`config.mk`:
```
export PLATFORM = sky130hd
export DESIGN_NAME = vga_timing_gen
export DESIGN_NICKNAME = d
export VERILOG_FILES = /design/src/rtl/vga_timing_gen.sv
export SDC_FILE = /design/constraint.sdc
export NUM_CORES = 1
export LEC_CHECK = 0
export BUFFER_PORTS_ARGS = -buffer_cell sky130_fd_sc_hd__buf_2
export CAP_MARGIN = 20
export CORE_MARGIN = 2
export CORE_UTILIZATION = 40
export DETAILED_ROUTE_END_ITERATION = 6
export GPL_ROUTABILITY_DRIVEN = 0
export SYNTH_ARGS = -nofsm -noshare
export SYNTH_HDL_FRONTEND = slang
export SYNTH_SLANG_ARGS = --single-unit
export TNS_END_PERCENT = 10
```
`constraint.sdc`:
```
create_clock -name vga_clk -period 3.86 [get_ports vga_clk]
set_input_delay 0.386 -clock vga_clk [delete_from_list [all_inputs] [get_ports vga_clk]]
set_output_delay 0.386 -clock vga_clk [all_outputs]
set_load 0.02 [all_outputs]
```
`src/rtl/vga_timing_gen.sv`:
```
// VGA raster timing: pixel/line counters, sync and blank decode with a programmable
// alignment delay, plus frame and animation pulses for the sprite renderers.

module vga_timing_gen_chk #(
  parameter logic [9:0] H_LAST = 10'd799,
  parameter logic [9:0] V_LAST = 10'd524
) (
  input logic       clk_i,
  input logic       rst_i,
  input logic [9:0] hc_i,
  input logic [9:0] vc_i,
  input logic       line_start_i,
  input logic       frame_start_i,
  input logic       anim_tick_i
);

  a_frame_on_line: assert property (@(posedge clk_i) disable iff (rst_i)
    frame_start_i |-> line_start_i);

  a_anim_on_frame: assert property (@(posedge clk_i) disable iff (rst_i)
    anim_tick_i |-> frame_start_i);

  a_hc_range: assert property (@(posedge clk_i) disable iff (rst_i)
    hc_i <= H_LAST);

  a_vc_range: assert property (@(posedge clk_i) disable iff (rst_i)
    vc_i <= V_LAST);

endmodule

module vga_timing_gen #(
  parameter int H_ACTIVE   = 640,
  parameter int H_FP       = 16,
  parameter int H_SYNC     = 96,
  parameter int H_BP       = 48,
  parameter int V_ACTIVE   = 480,
  parameter int V_FP       = 10,
  parameter int V_SYNC     = 2,
  parameter int V_BP       = 33,
  parameter int SYNC_DELAY = 1,
  parameter int ANIM_DIV   = 8
) (
  input  logic       vga_clk,
  input  logic       Reset,
  output logic       hs,
  output logic       vs,
  output logic       blank,
  output logic       sync,
  output logic [9:0] DrawX,
  output logic [9:0] DrawY,
  output logic       frame_start,
  output logic       line_start,
  output logic [7:0] frame_count,
  output logic       anim_tick
);

  localparam int H_TOTAL = H_ACTIVE + H_FP + H_SYNC + H_BP;
  localparam int V_TOTAL = V_ACTIVE + V_FP + V_SYNC + V_BP;

  localparam logic [9:0] H_LAST   = 10'(H_TOTAL - 1);
  localparam logic [9:0] V_LAST   = 10'(V_TOTAL - 1);
  localparam logic [9:0] H_VIS    = 10'(H_ACTIVE);
  localparam logic [9:0] V_VIS    = 10'(V_ACTIVE);
  localparam logic [9:0] HS_BEGIN = 10'(H_ACTIVE + H_FP);
  localparam logic [9:0] HS_END   = 10'(H_ACTIVE + H_FP + H_SYNC);
  localparam logic [9:0] VS_BEGIN = 10'(V_ACTIVE + V_FP);
  localparam logic [9:0] VS_END   = 10'(V_ACTIVE + V_FP + V_SYNC);

  localparam int            AW        = (ANIM_DIV > 1) ? $clog2(ANIM_DIV) : 1;
  localparam logic [AW-1:0] ANIM_LAST = AW'(ANIM_DIV - 1);

  logic [9:0]    hc_q, hc_d;
  logic [9:0]    vc_q, vc_d;
  logic          line_start_q, line_start_d;
  logic          frame_start_q, frame_start_d;
  logic          anim_tick_q, anim_tick_d;
  logic [7:0]    frame_count_q, frame_count_d;
  logic [AW-1:0] anim_q, anim_d;
  logic          hs_raw, vs_raw, blank_raw;

  // Raster position advance with line and frame wrap
  always_comb begin
    hc_d = hc_q;
    vc_d = vc_q;
    if (hc_q == H_LAST) begin
      hc_d = 10'd0;
      if (vc_q == V_LAST) begin
        vc_d = 10'd0;
      end else begin
        vc_d = vc_q + 10'd1;
      end
    end else begin
      hc_d = hc_q + 10'd1;
    end
  end

  // Line/frame pulses come from the next position so they line up with hc==0
  always_comb begin
    line_start_d  = (hc_d == 10'd0);
    frame_start_d = (hc_d == 10'd0) && (vc_d == 10'd0);
    frame_count_d = frame_count_q;
    anim_d        = anim_q;
    anim_tick_d   = 1'b0;
    if (frame_start_d) begin
      frame_count_d = frame_count_q + 8'd1;
      if (anim_q == ANIM_LAST) begin
        anim_d      = '0;
        anim_tick_d = 1'b1;
      end else begin
        anim_d      = anim_q + AW'(1);
        anim_tick_d = 1'b0;
      end
    end else begin
      frame_count_d = frame_count_q;
      anim_d        = anim_q;
    end
  end

  // Counter and pulse state
  always_ff @(posedge vga_clk or posedge Reset) begin
    if (Reset) begin
      hc_q          <= 10'd0;
      vc_q          <= 10'd0;
      line_start_q  <= 1'b0;
      frame_start_q <= 1'b0;
      anim_tick_q   <= 1'b0;
      frame_count_q <= 8'd0;
      anim_q        <= '0;
    end else begin
      hc_q          <= hc_d;
      vc_q          <= vc_d;
      line_start_q  <= line_start_d;
      frame_start_q <= frame_start_d;
      anim_tick_q   <= anim_tick_d;
      frame_count_q <= frame_count_d;
      anim_q        <= anim_d;
    end
  end

  // Undelayed sync/blank decode of the current position
  always_comb begin
    hs_raw    = !((hc_q >= HS_BEGIN) && (hc_q < HS_END));
    vs_raw    = !((vc_q >= VS_BEGIN) && (vc_q < VS_END));
    blank_raw = (hc_q < H_VIS) && (vc_q < V_VIS);
  end

  // Delay line keeps hs/vs/blank aligned with the renderer's registered colour
  generate
    if (SYNC_DELAY == 0) begin : g_no_delay
      assign hs    = hs_raw;
      assign vs    = vs_raw;
      assign blank = blank_raw;
    end else begin : g_delay
      logic [SYNC_DELAY-1:0] hs_pipe_q;
      logic [SYNC_DELAY-1:0] vs_pipe_q;
      logic [SYNC_DELAY-1:0] blank_pipe_q;

      // Shift the raw decode through SYNC_DELAY stages
      always_ff @(posedge vga_clk or posedge Reset) begin
        if (Reset) begin
          hs_pipe_q    <= '1;
          vs_pipe_q    <= '1;
          blank_pipe_q <= '0;
        end else begin
          hs_pipe_q[0]    <= hs_raw;
          vs_pipe_q[0]    <= vs_raw;
          blank_pipe_q[0] <= blank_raw;
          for (int i = 1; i < SYNC_DELAY; i++) begin
            hs_pipe_q[i]    <= hs_pipe_q[i-1];
            vs_pipe_q[i]    <= vs_pipe_q[i-1];
            blank_pipe_q[i] <= blank_pipe_q[i-1];
          end
        end
      end

      assign hs    = hs_pipe_q[SYNC_DELAY-1];
      assign vs    = vs_pipe_q[SYNC_DELAY-1];
      assign blank = blank_pipe_q[SYNC_DELAY-1];
    end
  endgenerate

  assign sync        = 1'b0;
  assign DrawX       = hc_q;
  assign DrawY       = vc_q;
  assign line_start  = line_start_q;
  assign frame_start = frame_start_q;
  assign frame_count = frame_count_q;
  assign anim_tick   = anim_tick_q;

  vga_timing_gen_chk #(
    .H_LAST(H_LAST),
    .V_LAST(V_LAST)
  ) u_chk (
    .clk_i        (vga_clk),
    .rst_i        (Reset),
    .hc_i         (hc_q),
    .vc_i         (vc_q),
    .line_start_i (line_start_q),
    .frame_start_i(frame_start_q),
    .anim_tick_i  (anim_tick_q)
  );

endmodule

```
# Word level (Yosys, flattened, before mapping)
# Index checks and enable logic that the tools add are counted.
# word_totals
ff_bits	37
latch_bits	0
mem_bits_rw	0
mem_bits_ro	0
out_inout_bits	35
memories	0
# op_classes
add_sub_neg	4
multipliers	0
n_div	0
magnitude_cmp	6
eq_ne	3
n_shift	0
muxes	6
n_bitwise	0
reduce_logical	8
# op_table
op	count
2-to-1 mux 10 bit	3
adder 10 x 1 -> 10 bit (second input constant)	2
equality test 10 bit (second input constant)	2
logical NOT 10 bit	2
< comparator 10 bit (second input constant)	2
< comparator 10 x 9 -> 1 bit (second input constant)	2
>= comparator 10 bit (second input constant)	1
>= comparator 10 x 9 -> 1 bit (second input constant)	1
adder 8 x 1 -> 8 bit (second input constant)	1
logical AND 1 bit	4
adder 3 x 1 -> 3 bit (second input constant)	1
equality test 3 bit (second input constant)	1
2-to-1 mux 3 bit	1
logical NOT 1 bit	2
2-to-1 mux 1 bit	2

# Logic depth before layout (Yosys ltp)
# Gate-level depths: netlist of the first run.
# logic_depth
word_depth	6
ltp_mapped	10
depth_no_buf	9

# Least setup slack after synthesis of the first run
# OpenSTA, ideal clock, no wires.
# synth_timing
kind	register to register
from	register hc_q[0], in the netlist DrawX[0]
to	register anim_q[0]
setup_time_ps	125
arrival_ps	2734
setup_slack_ps	1001
stages_incl_launch_ff	10
path_cell_list	dfrtp_1 ha_1 and3_1 clkbuf_1 nand3_1 nor4_1 xnor2_1 nand4_2 nor3_4 mux2_2
# synth_via
elab_chain_cells	4
word_cells_on_any_way	7
classes_between	1 x add/sub; 1 x eq/ne; 2 x mux; 3 x reduce/logical
# synth_rtl
element	line_no	text
start, declared	72	logic [9:0] hc_q, hc_d;
start signal, assigned	122	hc_q <= 10'd0;
start signal, assigned	130	hc_q <= hc_d;
adder 10 x 1 -> 10 bit or equality test 10 bit (tied branches)	93, 85	
2-to-1 mux 10 bit	85	if (hc_q == H_LAST) begin
logical NOT 10 bit	100	frame_start_d = (hc_d == 10'd0) && (vc_d == 10'd0);
logical AND 1 bit (*)	100	
end signal, assigned	136	anim_q <= anim_d;
end, declared	78	logic [AW-1:0] anim_q, anim_d;
# Mark *: on every way between the ends. The rest lies on a longest branch, timed or not.
# A chain may end at the register's enable or synchronous reset.

# Worst setup path in the final report of the first run
# Same ends and word-level chain as after synthesis.

==> results.py, run 1 <==
metrics = {
    "clock_tree": {
        "cts_buffer_depth": 2,
        "cts-root-buf": "clkbuf_8",
        "clk_pin_slew_worst_paths_ns": 0.07,
        "htree_levels": 2,
        "cts.sinks": 37,
        "ctsResizeCount": 0,
        "cts_tree": "built",
        "clock_latency_ns": 0.29,
        "post-cts-setup-buffer-count": 0,
        "postCtsHoldBufs": 0,
        "numCtsBuffers": 5,
    },
    "logic_synthesis": {
        "synthFlopType": "dfrtp_1",
        "syn_area_um2": 2001,
        "ys_top_cells_by_count": "dfrtp_1, nand3_1, inv_1, xor2_1",
        "synth.most_common_cell": "dfrtp_1",
        "yosysWarnings": 0,
        "synthTopCellsByArea": "dfrtp_1, xor2_1, ha_1",
        "async_reset_ff_share_pct": 100.0,
        "synthesis.nets": 203,
        "synth_top_cell_area_share_pct": 43.78,
        "synth.distinct_cells": 45,
        "yosysTopAreaCell": "dfrtp_1",
        "synthCells": 193,
        "ys_seq_elements": 37,
        "postSynthAreaPerCell_um2": 10.37,
        "synth-edff-count": 0,
        "ys_seq_area_share_pct": 46.40,
    },
    "floorplanning": {
        "start_util_pct": 41.80,
        "ioPinCount": 37,
        "dieWidth_um": 74.72,
        "core_um2": 4786,
        "die_h_um": 74.72,
        "die_area_um2": 5583,
        "fp-row-count": 25,
    },
    "pwr": {
        "p_sw_share_pct": 20.06,
        "vdd.ir_drop.worst_mv": 0.1487,
        "power.internal_mw": 0.5803,
        "power.switching_mw": 0.1456,
        "finalPower_mw": 0.7259,
        "clkPwrFrac_pct": 45.3,
        "pwr-share-comb_pct": 1.3,
        "seqPwrFrac_pct": 53.4,
        "p_leak_nw": 1.178,
        "cellPowerDensity_nw_per_um2": 312.3,
    },
    "sta": {
        "finClkSkew_ns": 0.005042,
        "holdWs_ns": 0.1873,
        "setup_tns_ns": 0,
        "rsz0062_at_grt": "no",
        "max_freq_mhz": 333.9,
        "post-route-period-util_pct": 77.58,
        "setup_viol_count_final": 0,
        "fin_crit_ns": 2.995,
        "finalHoldViolCount": 0,
        "slew_viol_final": 0,
    },
    "worst_setup_path": {
        "timing.rr.end": "anim_q[0]$_DFFE_PP0P_",
        "rr_startpoint": "DrawX[0]$_DFF_PP0_",
        "critPathCaptureType": "flip-flop",
        "cp.arrival_ns": 3.18,
        "crit_type": "reg2reg",
        "critPathLaunchType": "flip-flop",
        "crit_required_ns": 4.04,
        "reg2reg_slack_ns": 0.87,
        "r2r_cells": 8,
        "cp_max_fo": 8,
    },
    "place": {
        "dp_hpwl_um": 2777,
        "port_buffers": 35,
    },
    "drt": {
        "met1_length_um": 1769,
        "routed_via_density": 5.169,
        "drt-wirelength-per-cell_um": 13.36,
        "wl_met2_um": 1925,
        "wirelength_um": 3954,
        "drc": 0,
        "ant_nets": 0,
        "drt_iter0_drc": 74,
        "drt-pass1-iter-count": 4,
        "vias": 1530,
        "wl_met3_um": 203,
        "dr.max_layer_used": "met4",
    },
    "run": {
        "drv_cap": 0,
    },
    "finish": {
        "synthToLayoutAreaGrowth_pct": 16.20,
        "final_util_pct": 48.58,
        "multiInputGateArea_um2": 969.7,
        "diodes": 0,
        "seq_area_um2": 928.4,
        "fillers": 467,
        "drive_above_1_share_pct": 25.76,
        "fin_nets": 238,
    },
    "global_route": {
        "grt_pass1_vias": 1394,
        "grt_usage_pct": 15.81,
        "grt_pass1_wl_um": 6630,
        "antenna_found_initial": 0,
        "overflow": 0,
        "grt_max_degree": 38,
    },
    "worst_hold_path": {
        "holdCritPathClass": "in2async",
    },
    "status": {
        "status": "finished, final reports clean",
    },
}
-- cell usage in the layout, fill, tap and decap left out, types with 3 or more instances in the layout --
cell type  count
a21oi_1        4
and2_1         4
and3_1         4
buf_2         35
clkbuf_8       5
dfrtp_1       35
ha_1           8
inv_1         14
mux2_2         3
nand2_1        8
nand3_1       15
nand4_1        9
nor2_1         9
nor3_1         8
nor4_1         7
o21ai_0        7
o31ai_1        3
xnor2_1        7
xor2_1        12
-- registers in the layout, summed over array words and instances, names as in the netlist --
| signal | flops |
|---|---|
| blank | 1 |
| vs | 1 |
| line_start | 1 |
| anim_tick | 1 |
| DrawX | 10 |
| frame_start | 1 |
| hs | 1 |
| DrawY | 10 |
| anim_q | 3 |
| frame_count | 8 |
-- critical path: stages (launching register included) --
cell and delay [ns]:
dfrtp_1 0.45, ha_1 0.26, and3_1 0.28, nand3_1 0.28, nor4_1 0.42, xnor2_1 0.22, nand4_2 0.28, nor3_4 0.35
mux2_2 0.37
-- cells by family after synthesis --
kind of cell | Yosys count | share of synthesized area [%]
simple gates | 80 | 24.70
flops | 37 | 46.40
compound gates | 22 | 7.818
buf+inv | 22 | 5.128
xor+xnor | 19 | 8.318
fa+ha+maj | 8 | 5.003
mux | 4 | 2.439
other cells | 1 | 0.1874
-- worst max-delay path by stage --
stage | start | end | slack [ns]
floorplan | DrawX[0]$_DFF_PP0_ | anim_q[0]$_DFFE_PP0P_ | 1.00
global placement | DrawX[0]$_DFF_PP0_ | anim_q[1]$_DFFE_PP0P_ | 0.98
detailed placement | DrawX[0]$_DFF_PP0_ | anim_q[0]$_DFFE_PP0P_ | 0.89
CTS | DrawX[0]$_DFF_PP0_ | anim_q[0]$_DFFE_PP0P_ | 0.87
global route | DrawX[0]$_DFF_PP0_ | anim_q[0]$_DFFE_PP0P_ | 0.51
finish | DrawX[0]$_DFF_PP0_ | anim_q[0]$_DFFE_PP0P_ | 0.87
-- layout make-up --
cell class,instances,area share [%]
Sequential cell,37,39.94
Tap cell,67,3.606
Clock inverter,2,1.507
Inverter,14,2.260
Multi-Input combinational cell,134,41.71
Timing Repair Buffer,36,7.858
Clock buffer,6,3.122
-- metal layers --
metal  GRT usage, %  up-vias
met5              0        -
met2          23.11       43
met1          21.56      717
met4          5.952        0
li1               -      765
met3          5.756        5
-- per-stage QoR --
| stage | std cells | instance area, µm² | setup WS [ns] |
|---|---|---|---|
| 2_1_floorplan | 193 | 2001 | 1.001 |
| 5_1_grt | 296 | 2325 | 0.5109 |
| 3_5_place_dp | 288 | 2217 | 0.8854 |
| 3_3_place_gp | 288 | 2217 | 0.9801 |
| 4_1_cts | 296 | 2325 | 0.8685 |
| 6_report | 296 | 2325 | 0.8654 |
-- power by group through the flow --
stage | sequential, mW | combinational, mW | clock [mW]
after detailed placement | 0.395 | 0.0101 | 0
after CTS | 0.387 | 0.0102 | 0.339
after global routing | 0.387 | 0.0115 | 0.355
final | 0.388 | 0.00943 | 0.329
after floorplan | 0.395 | 0.00731 | 0
after global placement | 0.395 | 0.0101 | 0
(Power assumes the default switching activity.)
==> inputs of run 2 (changes only) <==
--- a/config.mk
+++ b/config.mk
@@ -5,6 +5,7 @@
 export SDC_FILE = /design/constraint.sdc
 export NUM_CORES = 1
 export LEC_CHECK = 0
+export ABC_AREA = 1
 export BUFFER_PORTS_ARGS = -buffer_cell sky130_fd_sc_hd__buf_2
 export CAP_MARGIN = 20
 export CORE_MARGIN = 2
==> constraint.sdc (replaced) <==
create_clock -name vga_clk -period 3 [get_ports vga_clk]
set_input_delay 0.3 -clock vga_clk [delete_from_list [all_inputs] [get_ports vga_clk]]
set_output_delay 0.3 -clock vga_clk [all_outputs]
set_load 0.02 [all_outputs]
==> run 2 against run 1 <==
Net effect:
- die area up 8.4%
- total power up 32%
- clock power up 36%
- maximum frequency up 27%
- setup slack worse by 0.22 ns
- synthesized cell count up 43%
- cell area up 9.9%
- utilization up 0.82 points
- critical path type unchanged
- critical endpoint is now frame_count[1]$_DFFE_PP0P_
- largest cell class unchanged
- highest routed layer unchanged
==> results.py, run 2 <==
metrics = {
    "logic_synthesis": {
        "synth.most_common_cell": "nand2_1",
        "synth-edff-count": 0,
        "synthCells": 276,
        "ys_seq_elements": 37,
        "postSynthAreaPerCell_um2": 7.893,
        "ys_seq_area_share_pct": 42.62,
        "synth_top_cell_area_share_pct": 40.21,
        "async_reset_ff_share_pct": 100.0,
        "synthesis.nets": 286,
        "yosysTopAreaCell": "dfrtp_1",
        "ys_top_cells_by_count": "nand2_1, inv_1, dfrtp_1, nor2_1, nand3_1",
        "synth.distinct_cells": 30,
        "yosysWarnings": 0,
        "syn_area_um2": 2178,
        "synthTopCellsByArea": "dfrtp_1, nand2_1, inv_1",
        "synthFlopType": "dfrtp_1",
    },
    "place": {
        "placed_area_um2": 2435,
        "port_buffers": 35,
        "dp_hpwl_um": 3621,
    },
    "drt": {
        "drt-wirelength-per-cell_um": 12.20,
        "dr.max_layer_used": "met4",
        "wl_met2_um": 2150,
        "wl_met3_um": 240,
        "drt_iter0_drc": 134,
        "ant_nets": 0,
        "wirelength_um": 4735,
        "drt-pass1-iter-count": 4,
        "drc": 0,
        "routed_via_density": 4.843,
        "met1_length_um": 2290,
        "vias": 1879,
    },
    "worst_setup_path": {
        "cp_max_fo": 13,
        "reg2reg_slack_ns": 0.64,
        "cp.arrival_ns": 2.54,
        "critPathCaptureType": "flip-flop",
        "crit_required_ns": 3.18,
        "path_common_cell": "nand2_1",
        "critPathBufInv": 0,
        "critPathMaxStageDelay_ns": 0.49,
        "worstPathCellList": "ha_1, nand3_1, nor2_1, nand3_1, nor2_1, nand2_1, nand2_1, nand2_1, nor2_2, nand3_2, nand2_1, nand2_1",
        "cpLargestDelayFamily": "simple AND/OR/NAND/NOR gates",
        "crit_type": "reg2reg",
        "critPathLaunchType": "flip-flop",
        "slowest_stage": "dfrtp_1",
    },
    "finish": {
        "design_area_um2": 2555,
        "diodes": 0,
        "layout_common_cells": "nand2_1, inv_1, dfrtp_1, buf_2, nor2_1",
        "synthToLayoutAreaGrowth_pct": 17.29,
        "layout_commonest_cell": "nand2_1",
        "drive_above_1_share_pct": 24.21,
        "fillers": 519,
        "fin_nets": 327,
    },
    "floorplanning": {
        "die_h_um": 77.80,
        "start_util_pct": 42.11,
        "core_um2": 5172,
        "fp-row-count": 26,
        "ioPinCount": 37,
        "dieWidth_um": 77.80,
        "die_area_um2": 6052,
    },
    "global_route": {
        "grt_pass1_vias": 1715,
        "antenna_found_initial": 0,
        "grt_pass1_wl_um": 8238,
        "grt_max_degree": 38,
        "grt_usage_pct": 16.76,
        "overflow": 0,
    },
    "sta": {
        "finClkSkew_ns": 0.01202,
        "post-route-period-util_pct": 78.57,
        "max_freq_mhz": 424.3,
        "finalHoldViolCount": 0,
        "setup_tns_ns": 0,
        "setup_viol_count_final": 0,
        "rsz0062_at_grt": "no",
        "fin_crit_ns": 2.357,
        "slew_viol_final": 0,
    },
    "clock_tree": {
        "cts-root-buf": "clkbuf_8",
        "post-cts-setup-buffer-count": 0,
        "cts.sinks": 37,
        "htree_levels": 2,
        "postCtsHoldBufs": 0,
        "numCtsBuffers": 5,
        "cts_buffer_depth": 2,
        "ctsResizeCount": 0,
        "clk_pin_slew_worst_paths_ns": 0.08,
        "cts_tree": "built",
        "clock_latency_ns": 0.29,
    },
    "status": {
        "status": "finished, final reports clean",
    },
    "pwr": {
        "p_sw_share_pct": 19.71,
        "power.internal_mw": 0.7702,
        "power.switching_mw": 0.1891,
        "pwr-share-comb_pct": 1.2,
        "vdd.ir_drop.worst_mv": 0.2051,
        "p_leak_nw": 1.445,
        "seqPwrFrac_pct": 52.0,
        "cellPowerDensity_nw_per_um2": 375.5,
        "clkPwrFrac_pct": 46.8,
    },
    "run": {
        "drv_cap": 0,
    },
    "worst_hold_path": {
        "holdCritPathClass": "in2async",
    },
}
-- run 2: final timing paths --
| check | from | to | depth (start not counted) |
|---|---|---|---|
| max in group asynchronous | Reset | hs$_DFF_PP1_ | 3 |
| worst max-delay path | DrawY[1]$_DFF_PP0_ | frame_count[1]$_DFFE_PP0P_ | 12 |
| worst max register to register | DrawY[1]$_DFF_PP0_ | frame_count[1]$_DFFE_PP0P_ | 12 |
| worst min-delay path | Reset | DrawX[1]$_DFF_PP0_ | 3 |
| min in group vga_clk | anim_q[2]$_DFFE_PP0P_ | anim_q[2]$_DFFE_PP0P_ | 2 |
| worst min register to register | anim_q[2]$_DFFE_PP0P_ | anim_q[2]$_DFFE_PP0P_ | 2 |
-- run 2: power by group through the flow --
stage / sequential [mW] / combinational (mW) / clock (mW)
global route: 0.498 / 0.0142 / 0.488
finish: 0.499 / 0.0120 / 0.449
detailed placement: 0.508 / 0.0128 / 0
global placement: 0.508 / 0.0132 / 0
floorplan: 0.508 / 0.00940 / 0
CTS: 0.498 / 0.0128 / 0.461
-- run 2: metrics by stage --
step | util [%] | hold WS [ns] | cells | power (mW) | setup WS, ns
after detailed placement | 47.07 | 0.4303 | 380 | 0.5210 | 0.6534
after global routing | 49.40 | 0.1281 | 388 | 1.000 | 0.3594
final | 49.40 | 0.1002 | 388 | 0.9593 | 0.6430
after global placement | 47.07 | 0.4367 | 380 | 0.5214 | 0.7123
after CTS | 49.40 | 0.1091 | 388 | 0.9723 | 0.6442
after floorplan | - | 0.4582 | 276 | 0.5176 | 0.9461
-- run 2: kinds of logic after synthesis --
logic type,Yosys count,synth area share (%)
simple gates,165,38.14
other cells,1,0.1721
buf+inv,48,9.190
fa+ha+maj,8,4.595
compound gates,11,2.871
xor+xnor,6,2.413
flops,37,42.62
-- run 2: worst register-to-register path, cell delays in order (launching register included) --
cell and delay, ns:
dfrtp_1 0.49, ha_1 0.29, nand3_1 0.13, nor2_1 0.22
nand3_1 0.12, nor2_1 0.10, nand2_1 0.05, nand2_1 0.09
nand2_1 0.07, nor2_2 0.15, nand3_2 0.32, nand2_1 0.15
nand2_1 0.07
-- run 2: metal layers --
| metal | global-route usage, % | vias to the layer above |
|---|---|---|
| met5 | 0 | - |
| met4 | 4.107 | 0 |
| met3 | 3.721 | 7 |
| met2 | 26.03 | 48 |
| met1 | 23.72 | 873 |
| li1 | - | 951 |
-- run 2: final cells by class --
type / instances / area, µm² / share of cell area (%)
multi-input cells: 191 / 1050 / 41.09
flip-flops and latches: 37 / 928.4 / 36.34
repair buffers: 39 / 205.2 / 8.031
inverters: 43 / 163.9 / 6.415
well taps: 70 / 87.58 / 3.428
clock buffers: 6 / 82.58 / 3.232
clock inverters: 2 / 37.54 / 1.469
